[src/rtl/mult_div_unit.sv]
// mult_div_unit: iterative 32-bit multiply/divide unit with private HI/LO.
// An accepted operation spends 32 cycles in CALC and one cycle in FIX, which
// writes HI/LO. MTHI/MTLO write HI/LO directly while the unit is idle.
//
// Ports:
//   clk        rising-edge clock
//   reset      asynchronous active-high reset
//   start      request an operation (sampled only while busy = 0)
//   op         00 MULT, 01 MULTU, 10 DIV, 11 DIVU
//   operand_a  rs: multiplicand / dividend
//   operand_b  rt: multiplier / divisor
//   hi_we      MTHI strobe (idle only)
//   lo_we      MTLO strobe (idle only)
//   mt_data    MTHI/MTLO data
//   busy       operation in flight (registered)
//   done       one-cycle pulse after HI/LO are written by an operation
//   hi, lo     HI/LO register outputs
module mult_div_unit (
    input  logic        clk,
    input  logic        reset,
    input  logic        start,
    input  logic [1:0]  op,
    input  logic [31:0] operand_a,
    input  logic [31:0] operand_b,
    input  logic        hi_we,
    input  logic        lo_we,
    input  logic [31:0] mt_data,
    output logic        busy,
    output logic        done,
    output logic [31:0] hi,
    output logic [31:0] lo
);

    localparam int unsigned XLEN  = 32;
    localparam int unsigned ACC_W = 2 * XLEN;
    localparam int unsigned CNT_W = 6;

    typedef enum logic [1:0] {
        S_IDLE = 2'b00,
        S_CALC = 2'b01,
        S_FIX  = 2'b10
    } state_t;

    state_t            state_q, state_d;
    logic [CNT_W-1:0]  cnt_q, cnt_d;
    logic [1:0]        op_q, op_d;
    logic              sign_a_q, sign_a_d;
    logic              sign_b_q, sign_b_d;
    // acc[31:0]: multiplier / dividend shifting out, quotient shifting in.
    // acc[63:32]: partial product high half / partial remainder.
    logic [ACC_W-1:0]  acc_q, acc_d;
    // Multiplicand or divisor magnitude.
    logic [XLEN-1:0]   opb_q, opb_d;
    logic [XLEN-1:0]   hi_q, hi_d;
    logic [XLEN-1:0]   lo_q, lo_d;
    logic              busy_q, busy_d;
    logic              done_q, done_d;

    logic              signed_op_c;
    logic [XLEN-1:0]   abs_a_c;
    logic [XLEN-1:0]   abs_b_c;
    logic [XLEN:0]     mul_sum_c;
    logic [XLEN:0]     div_shift_c;
    logic [XLEN+1:0]   div_diff_c;
    logic [XLEN-1:0]   quot_c;
    logic [XLEN-1:0]   rem_c;
    logic              neg_res_c;

    // Operand magnitudes; 0x80000000 maps to itself and is read as unsigned.
    assign signed_op_c = ~op[0];
    assign abs_a_c     = (signed_op_c && operand_a[XLEN-1]) ? (XLEN'(0) - operand_a) : operand_a;
    assign abs_b_c     = (signed_op_c && operand_b[XLEN-1]) ? (XLEN'(0) - operand_b) : operand_b;

    // Shift-add step: conditionally add multiplicand into the high half.
    assign mul_sum_c   = {1'b0, acc_q[ACC_W-1:XLEN]} + {1'b0, (acc_q[0] ? opb_q : XLEN'(0))};

    // Restoring step: 33-bit shifted remainder minus divisor; bit 33 is the borrow.
    assign div_shift_c = {acc_q[ACC_W-1:XLEN], acc_q[XLEN-1]};
    assign div_diff_c  = {1'b0, div_shift_c} - {2'b00, opb_q};

    assign quot_c      = acc_q[XLEN-1:0];
    assign rem_c       = acc_q[ACC_W-1:XLEN];
    assign neg_res_c   = ~op_q[0] & (sign_a_q ^ sign_b_q);

    // State and datapath registers.
    always_ff @(posedge clk or posedge reset) begin
        if (reset) begin
            state_q  <= S_IDLE;
            cnt_q    <= '0;
            op_q     <= '0;
            sign_a_q <= 1'b0;
            sign_b_q <= 1'b0;
            acc_q    <= '0;
            opb_q    <= '0;
            hi_q     <= '0;
            lo_q     <= '0;
            busy_q   <= 1'b0;
            done_q   <= 1'b0;
        end else begin
            state_q  <= state_d;
            cnt_q    <= cnt_d;
            op_q     <= op_d;
            sign_a_q <= sign_a_d;
            sign_b_q <= sign_b_d;
            acc_q    <= acc_d;
            opb_q    <= opb_d;
            hi_q     <= hi_d;
            lo_q     <= lo_d;
            busy_q   <= busy_d;
            done_q   <= done_d;
        end
    end

    // Next-state and datapath update.
    always_comb begin
        state_d  = state_q;
        cnt_d    = cnt_q;
        op_d     = op_q;
        sign_a_d = sign_a_q;
        sign_b_d = sign_b_q;
        acc_d    = acc_q;
        opb_d    = opb_q;
        hi_d     = hi_q;
        lo_d     = lo_q;
        busy_d   = busy_q;
        done_d   = 1'b0;

        case (state_q)
            S_IDLE: begin
                if (hi_we) hi_d = mt_data;
                if (lo_we) lo_d = mt_data;
                if (start) begin
                    state_d  = S_CALC;
                    busy_d   = 1'b1;
                    cnt_d    = '0;
                    op_d     = op;
                    sign_a_d = signed_op_c & operand_a[XLEN-1];
                    sign_b_d = signed_op_c & operand_b[XLEN-1];
                    acc_d    = {XLEN'(0), abs_a_c};
                    opb_d    = abs_b_c;
                end
            end

            S_CALC: begin
                cnt_d = cnt_q + CNT_W'(1);
                if (op_q[1]) begin
                    if (!div_diff_c[XLEN+1]) begin
                        acc_d = {div_diff_c[XLEN-1:0], acc_q[XLEN-2:0], 1'b1};
                    end else begin
                        acc_d = {div_shift_c[XLEN-1:0], acc_q[XLEN-2:0], 1'b0};
                    end
                end else begin
                    acc_d = {mul_sum_c, acc_q[XLEN-1:1]};
                end
                if (cnt_q == CNT_W'(XLEN - 1)) state_d = S_FIX;
            end

            S_FIX: begin
                state_d = S_IDLE;
                busy_d  = 1'b0;
                done_d  = 1'b1;
                cnt_d   = '0;
                if (op_q[1]) begin
                    if (opb_q == XLEN'(0)) begin
                        // A zero divisor never borrows: quotient is all ones and the
                        // remainder is |a|; restoring the sign yields the raw dividend.
                        lo_d = quot_c;
                        hi_d = sign_a_q ? (XLEN'(0) - rem_c) : rem_c;
                    end else begin
                        lo_d = neg_res_c ? (XLEN'(0) - quot_c) : quot_c;
                        hi_d = (~op_q[0] & sign_a_q) ? (XLEN'(0) - rem_c) : rem_c;
                    end
                end else begin
                    {hi_d, lo_d} = neg_res_c ? (ACC_W'(0) - acc_q) : acc_q;
                end
            end

            default: begin
                state_d = S_IDLE;
                busy_d  = 1'b0;
                cnt_d   = '0;
            end
        endcase
    end

    assign busy = busy_q;
    assign done = done_q;
    assign hi   = hi_q;
    assign lo   = lo_q;

endmodule

[config.mk]
export PLATFORM = sky130hd
export DESIGN_NAME = mult_div_unit
export DESIGN_NICKNAME = d
export VERILOG_FILES = /design/src/rtl/mult_div_unit.sv
export SDC_FILE = /design/constraint.sdc
export NUM_CORES = 1
export LEC_CHECK = 0
export CAP_MARGIN = 30
export CORE_MARGIN = 2
export CORE_UTILIZATION = 58
export CTS_CLUSTER_DIAMETER = 120
export DETAILED_ROUTE_END_ITERATION = 10
export MAX_ROUTING_LAYER = met4
export PLACE_DENSITY = 0.86
export SETUP_SLACK_MARGIN = 0.5
export SYNTH_ARGS = -nofsm -noshare
export SYNTH_HDL_FRONTEND = slang
export SYNTH_SLANG_ARGS = --single-unit
[constraint.sdc]
create_clock -name clk -period 7.3 [get_ports clk]
set_input_delay 1.825 -clock clk [delete_from_list [all_inputs] [get_ports clk]]
set_output_delay 1.825 -clock clk [all_outputs]
set_load 0.02 [all_outputs]
==> impl_metrics.yaml, run 1 <==
floorplanning:
  design.core.area_mm2: 0.0243
  initial_core_util_pct: 59.1
  die-area_mm2: 0.0261
  die_h_um: 161
  num_rows: 57
  die_width_um: 161
  io_pins: 169
synthesis:
  synth_async_sr_flop_share_pct: 100
  yosysSeqAreaShare_pct: 30.3
  synth_flop_cell: "dfrtp_1"
  syn_nets: 2000
  synth_cells: 1826
  synth_edf_count: 0
  syn-mean-instance-area_um2: 7.87
  synthesis.area_mm2: 0.0144
  ys_ff_latch: 174
  yosysWarnings: 0
  synth.distinct_cells: 79
cells_and_area:
  final_nets: 2096
  drive_above_1_share_pct: 5.01
  multi_input_area_mm2: 0.00937
  final_cell_mix: "214 x nand2_1, 204 x nor2_1, 188 x o21ai_0"
  finalInstanceArea_mm2: 0.0168
  n_antenna_cell: 0
  mostFrequentLayoutCell: "nand2_1"
  seq_area_mm2: 0.00436
  fillers: 1995
  synthToLayoutAreaGrowth_pct: 17.1
global_route:
  grt_pass1_wl_um: 72500
  antenna_found_initial: 0
  first_global_vias: 13700
  overflow: 0
  grt_max_degree: 86
  grt_usage_pct: 35.8
placed_design:
  hpwl_um: 34200
  place_congestion: 0.986
  numPortBuffers: 168
  dpl_worst_slack_ns: 2.49
  place_area_mm2: 0.0162
power_and_ir_drop:
  power_switching_w: 0.00355
  power.density_mw_per_mm2: 421
  clockPowerShare_pct: 13.3
  p_seq_share_pct: 27.0
  pwr-share-comb_pct: 59.7
  p_int_w: 0.00353
  total_leakage_power_nw: 7.01
  swShare_pct: 50.2
  p_total_w: 0.00708
  peakVddDrop_v: 0.000186
detailed_routing:
  viasPerCell: 6.38
  vias: 14400
  drt-wirelength-per-cell_um: 20.0
  wl_um: 45200
  first_pass_iters: 6
  drc: 0
  drt_iter0_markers: 1724
  ant_nets: 0
sta:
  tns_ns: 0
  period_share_pct: 60.5
  maxClockFrequency_ghz: 0.226
  hold_viol_final: 0
  tightest_slew_ns: 1.02
  finalMaxSlewViolations: 0
  relSlewSlack_pct: 31.9
  skew_ns: 0.0169
  period_minus_slack_ns: 4.42
  setup_slack_ns: 2.88
  setup_violations: 0
  rsz0062_at_grt: "false"
clock_network:
  cts_setup_buffers: 0
  clkSlewWorstSetupHoldPaths_ns: 0.08
  clockBufferDepth: 2
  root_buffer: "clkbuf_16"
  htree_num_levels: 4
  cts_tree: "done"
  cts_resized: 0
  clk_latency_ns: 0.45
  numCtsBuffers: 17
  cts_num_sinks: 174
  postCtsHoldBufs: 0
run_status:
  status: "finished clean"
critical_path:
  required_ns: 7.59
  start_kind: "input pin"
  cp_max_fo: 6
  rr_worst_depth: 11
  criticalPathCategory: "input pin to flop"
  end_kind: "flop"
  worst_ep_arrival_time_ns: 4.71
  r2r-end: "acc_q[54]"
  rr_startpoint: "acc_q[32]"
  crit_end: "acc_q[30]"
  r2r_slack_ns: 3.29
  startpoint: "operand_a[7]"
worst_hold_path:
  min_path_type: "flop to flop"
run:
  maxCapViolCount: 0
==> metal layers <==
metal	part of all wire (%)	vias up	track usage [%]
li1	-	6753	-
met3	9.9	99	6.21
met2	45	761	54.2
met1	42	6805	48.9
met4	2.8	0	11.6
met5	0	-	-
==> logic make-up (layout without fill, tap and decap cells) <==
logic type | after synthesis | count (layout) | share of synthesized area (%)
and+or+nand+nor | 625 | 625 | 20.2
AOI/OAI and AO/OA | 560 | 560 | 24.4
buffers and inverters | 175 | 284 | 4.81
DFF | 174 | 174 | 30.3
xor gates and xnor gates | 165 | 165 | 10.1
adders and majority gates | 71 | 71 | 6.28
muxes | 56 | 56 | 4.02
==> worst min path at each step <==
stage,start,end,slack (ns),cells after the start
global route,hi[8],hi[8],0.52,2
detailed placement,lo[22],lo[22],0.47,2
CTS,lo[22],lo[22],0.49,2
finish,hi[8],hi[8],0.49,2
global placement,hi[25],hi[25],0.46,2
floorplan,cnt_q[5],cnt_q[5],0.46,2
==> through the flow <==
| stage | hold slack, ns | cells | util [%] |
|---|---|---|---|
| finish | 0.486 | 2259 | 69.2 |
| detailed placement | 0.471 | 2227 | 66.7 |
| global route | 0.518 | 2259 | 69.2 |
| floorplan | 0.464 | 1826 | - |
| global placement | 0.462 | 2225 | 66.5 |
| CTS | 0.489 | 2259 | 69.2 |
==> flip-flops by register name, summed over array words and instances (netlist names) <==
signal / flops
cnt_q: 6
acc_q: 64
state_q: 2
sign_b_q: 1
done: 1
hi: 32
sign_a_q: 1
opb_q: 32
op_q: 2
busy: 1
lo: 32
==> area by class of cell <==
type	instances	area share (%)
clock buffer	17	2.53
clock inverter	15	1.11
inverter	67	1.52
multi-input combinational	1477	55.7
sequential	174	25.9
tap	324	2.41
timing repair buffer	185	10.9
==> power groups by stage <==
stage / clock, W / sequential, W / combinational (W)
2_1_floorplan: 0 / 0.00173 / 0.00306
3_3_place_gp: 0 / 0.00188 / 0.00402
3_5_place_dp: 0 / 0.00190 / 0.00412
4_1_cts: 0.000945 / 0.00188 / 0.00415
5_1_grt: 0.000983 / 0.00195 / 0.00464
6_report: 0.000943 / 0.00191 / 0.00423
==> worst max-delay path, stage by stage <==
cell,delay (ns)
clkdlybuf4s50_1,0.48
or4_1,0.55
or3_1,0.45
nor4b_4,0.44
nand2_1,0.17
o21ai_1,0.29
o21ai_0,0.17
xnor2_1,0.21
o21ai_0,0.11
==> cells in the mapped netlist, drive strengths merged, types with 22 or more instances <==
library cell	count	share of area (%)
a21oi	128	4.5
a31oi	22	0.96
clkbuf	87	2.3
dfrtp	174	30
ha	69	6.0
inv	67	1.7
mux2i	42	2.9
nand2	215	5.6
nand3	25	0.87
nor2	206	5.4
nor3	37	1.4
nor4	28	1.4
o211ai	31	1.6
o21ai	204	7.1
o31ai	33	1.8
xnor2	88	5.4
xor2	77	4.7
Power figures use the tool's default switching activity.
==> run 2, diff against run 1 <==
--- a/config.mk
+++ b/config.mk
@@ -7,11 +7,11 @@
 export LEC_CHECK = 0
 export CAP_MARGIN = 30
 export CORE_MARGIN = 2
-export CORE_UTILIZATION = 58
+export CORE_UTILIZATION = 52
 export CTS_CLUSTER_DIAMETER = 120
 export DETAILED_ROUTE_END_ITERATION = 10
 export MAX_ROUTING_LAYER = met4
-export PLACE_DENSITY = 0.86
+export PLACE_DENSITY = 0.82
 export SETUP_SLACK_MARGIN = 0.5
 export SYNTH_ARGS = -nofsm -noshare
 export SYNTH_HDL_FRONTEND = slang
==> constraint.sdc (replaced) <==
create_clock -name clk -period 4 [get_ports clk]
set_input_delay 1 -clock clk [delete_from_list [all_inputs] [get_ports clk]]
set_output_delay 1 -clock clk [all_outputs]
set_load 0.02 [all_outputs]
==> run 2 against run 1 <==
Clock skew shrank 0.0019 ns. Global-route usage shrank 4.1 points. Via count grew 0.70%. Critical endpoint is now acc_q[54]. Largest cell class unchanged.
==> impl_metrics.yaml, run 2 (same netlist as run 1, synthesis figures left out) <==
sta:
  relSlewSlack_pct: 37.0
  setup_slack_ns: 0.555
  rsz0062_at_grt: "true"
  setup_violations: 0
  tightest_slew_ns: 0.941
  maxClockFrequency_ghz: 0.290
  tns_ns: 0
  period_minus_slack_ns: 3.45
  finalMaxSlewViolations: 0
  period_share_pct: 86.1
  skew_ns: 0.0150
  hold_viol_final: 0
placed_design:
  hpwl_um: 34800
  dpl_worst_slack_ns: 0.131
  numPortBuffers: 168
  place_congestion: 0.983
detailed_routing:
  first_pass_iters: 6
  ant_nets: 0
  wl_um: 45400
  drt_iter0_markers: 1755
  vias: 14500
  drt-wirelength-per-cell_um: 19.7
  drc: 0
  viasPerCell: 6.29
clock_network:
  numCtsBuffers: 17
  clk_latency_ns: 0.45
  root_buffer: "clkbuf_16"
  cts_tree: "done"
  clkSlewWorstSetupHoldPaths_ns: 0.08
  htree_num_levels: 4
  clockBufferDepth: 2
  cts_num_sinks: 174
critical_path:
  end_kind: "flop"
  required_ns: 4.33
  rr_worst_depth: 14
  criticalPathCategory: "flop to flop"
  cp_cell_sequence: "clkinvlp_4, buf_4, nor2_1, ha_1, a21oi_1, o211ai_1, a211oi_2, buf_4, o211ai_1, a221o_1, a21oi_2, o21bai_1, xor2_1, a221o_1"
  cp_max_fo: 6
  worst_ep_arrival_time_ns: 3.78
  start_kind: "flop"
  slowest_stage: "dfrtp_1"
  r2r-end: "acc_q[54]"
  rr_startpoint: "acc_q[0]"
  r2r_slack_ns: 0.55
  critPathMaxStageDelay_ns: 0.44
floorplanning:
  initial_core_util_pct: 53.2
  die-area_mm2: 0.0290
  design.core.area_mm2: 0.0270
  io_pins: 169
  die_h_um: 170
  die_width_um: 170
  num_rows: 60
global_route:
  first_global_vias: 13300
  use_met3_pct: 6.02
  met2_usage_pct: 45.7
  grt.met1_usage_pct: 44.7
  overflow: 0
  grt_max_degree: 69
  gr-max-usage-layer: "met2"
  grt_usage_pct: 31.7
  grt_pass1_wl_um: 70600
  antenna_found_initial: 0
power_and_ir_drop:
  total_leakage_power_nw: 7.19
  peakVddDrop_v: 0.000336
  power.density_mw_per_mm2: 772
worst_hold_path:
  hold_depth: 2
  min_path_type: "flop to flop"
  min_to: "hi[8]"
  worstHoldStart: "hi[8]"
cells_and_area:
  synthToLayoutAreaGrowth_pct: 20.0
  fillers: 2270
  final_cell_mix: "214 x nand2_1, 204 x nor2_1, 186 x o21ai_0"
  largest_register_ffs: 64
  final_nets: 2127
  n_antenna_cell: 0
  largest-register: "acc_q"
  mostFrequentLayoutCell: "nand2_1"
  drive_above_1_share_pct: 7.38
run:
  maxCapViolCount: 0
run_status:
  status: "finished clean"
run 2: per-stage QoR:
stage	hold slack [ns]	cells	power (W)	instance area, um2	utilization (%)
detailed placement	0.466	2267	0.0111	16500	60.9
CTS	0.482	2300	0.0129	17100	63.3
global route	0.496	2307	0.0142	17300	63.8
floorplan	0.464	1826	0.00874	14400	-
global placement	0.461	2266	0.0109	16500	60.9
finish	0.481	2307	0.0133	17300	63.8
run 2: where the power goes:
group	internal [W]	total, W	switching [W]
sequential	0.00237	0.00340	0.00103
combinational	0.00346	0.00820	0.00474
clock	0.000856	0.00173	0.000870
total	0.00668	0.0133	0.00664
run 2: how the worst max path moves through the flow:
stage / from / to / slack [ns] / cells past startpoint
floorplan: reset / acc_q[0] / 0.78 / 1
detailed placement: operand_a[7] / acc_q[30] / 0.13 / 9
CTS: acc_q[0] / acc_q[63] / 0.50 / 13
global route: acc_q[0] / acc_q[54] / 0.42 / 14
global placement: operand_b[8] / opb_q[27] / 0.25 / 9
finish: acc_q[0] / acc_q[54] / 0.55 / 14
run 2: what timing repair did:
item / in CTS / in global routing
endpoints found under the setup margin: 4 / 27
pin swaps: 1 / 2
buffers inserted: 1 / 6
hold buffers: 0 / 0
gates resized for setup: 2 / 21
gates cloned: 0 / 1
run 2: layout make-up:
type                       instances  area (um2)  share of cell area [%]
clock buffer                      17         425                    2.47
clock inverter                    15         190                    1.10
inverter                          67         259                    1.50
timing repair buffer             216        2140                    12.4
tap                              341         427                    2.47
sequential                       174        4360                    25.3
multi-input combinational       1477        9450                    54.8
run 2: metal layers:
layer | routed length [um] | up-vias
met5 | 0 | -
met4 | 1420 | 0
met1 | 19900 | 6769
met3 | 4730 | 105
met2 | 19400 | 827
li1 | - | 6818
run 2: critical path, delay by kind of cell (launching register included):
family / cells / cell delay (ns)
AOI/OAI and AO/OA: 8 / 1.80
DFF: 1 / 0.44
xor gates and xnor gates: 1 / 0.14
and+or+nand+nor: 1 / 0.10
adders and majority gates: 1 / 0.30
buffers and inverters: 3 / 0.56
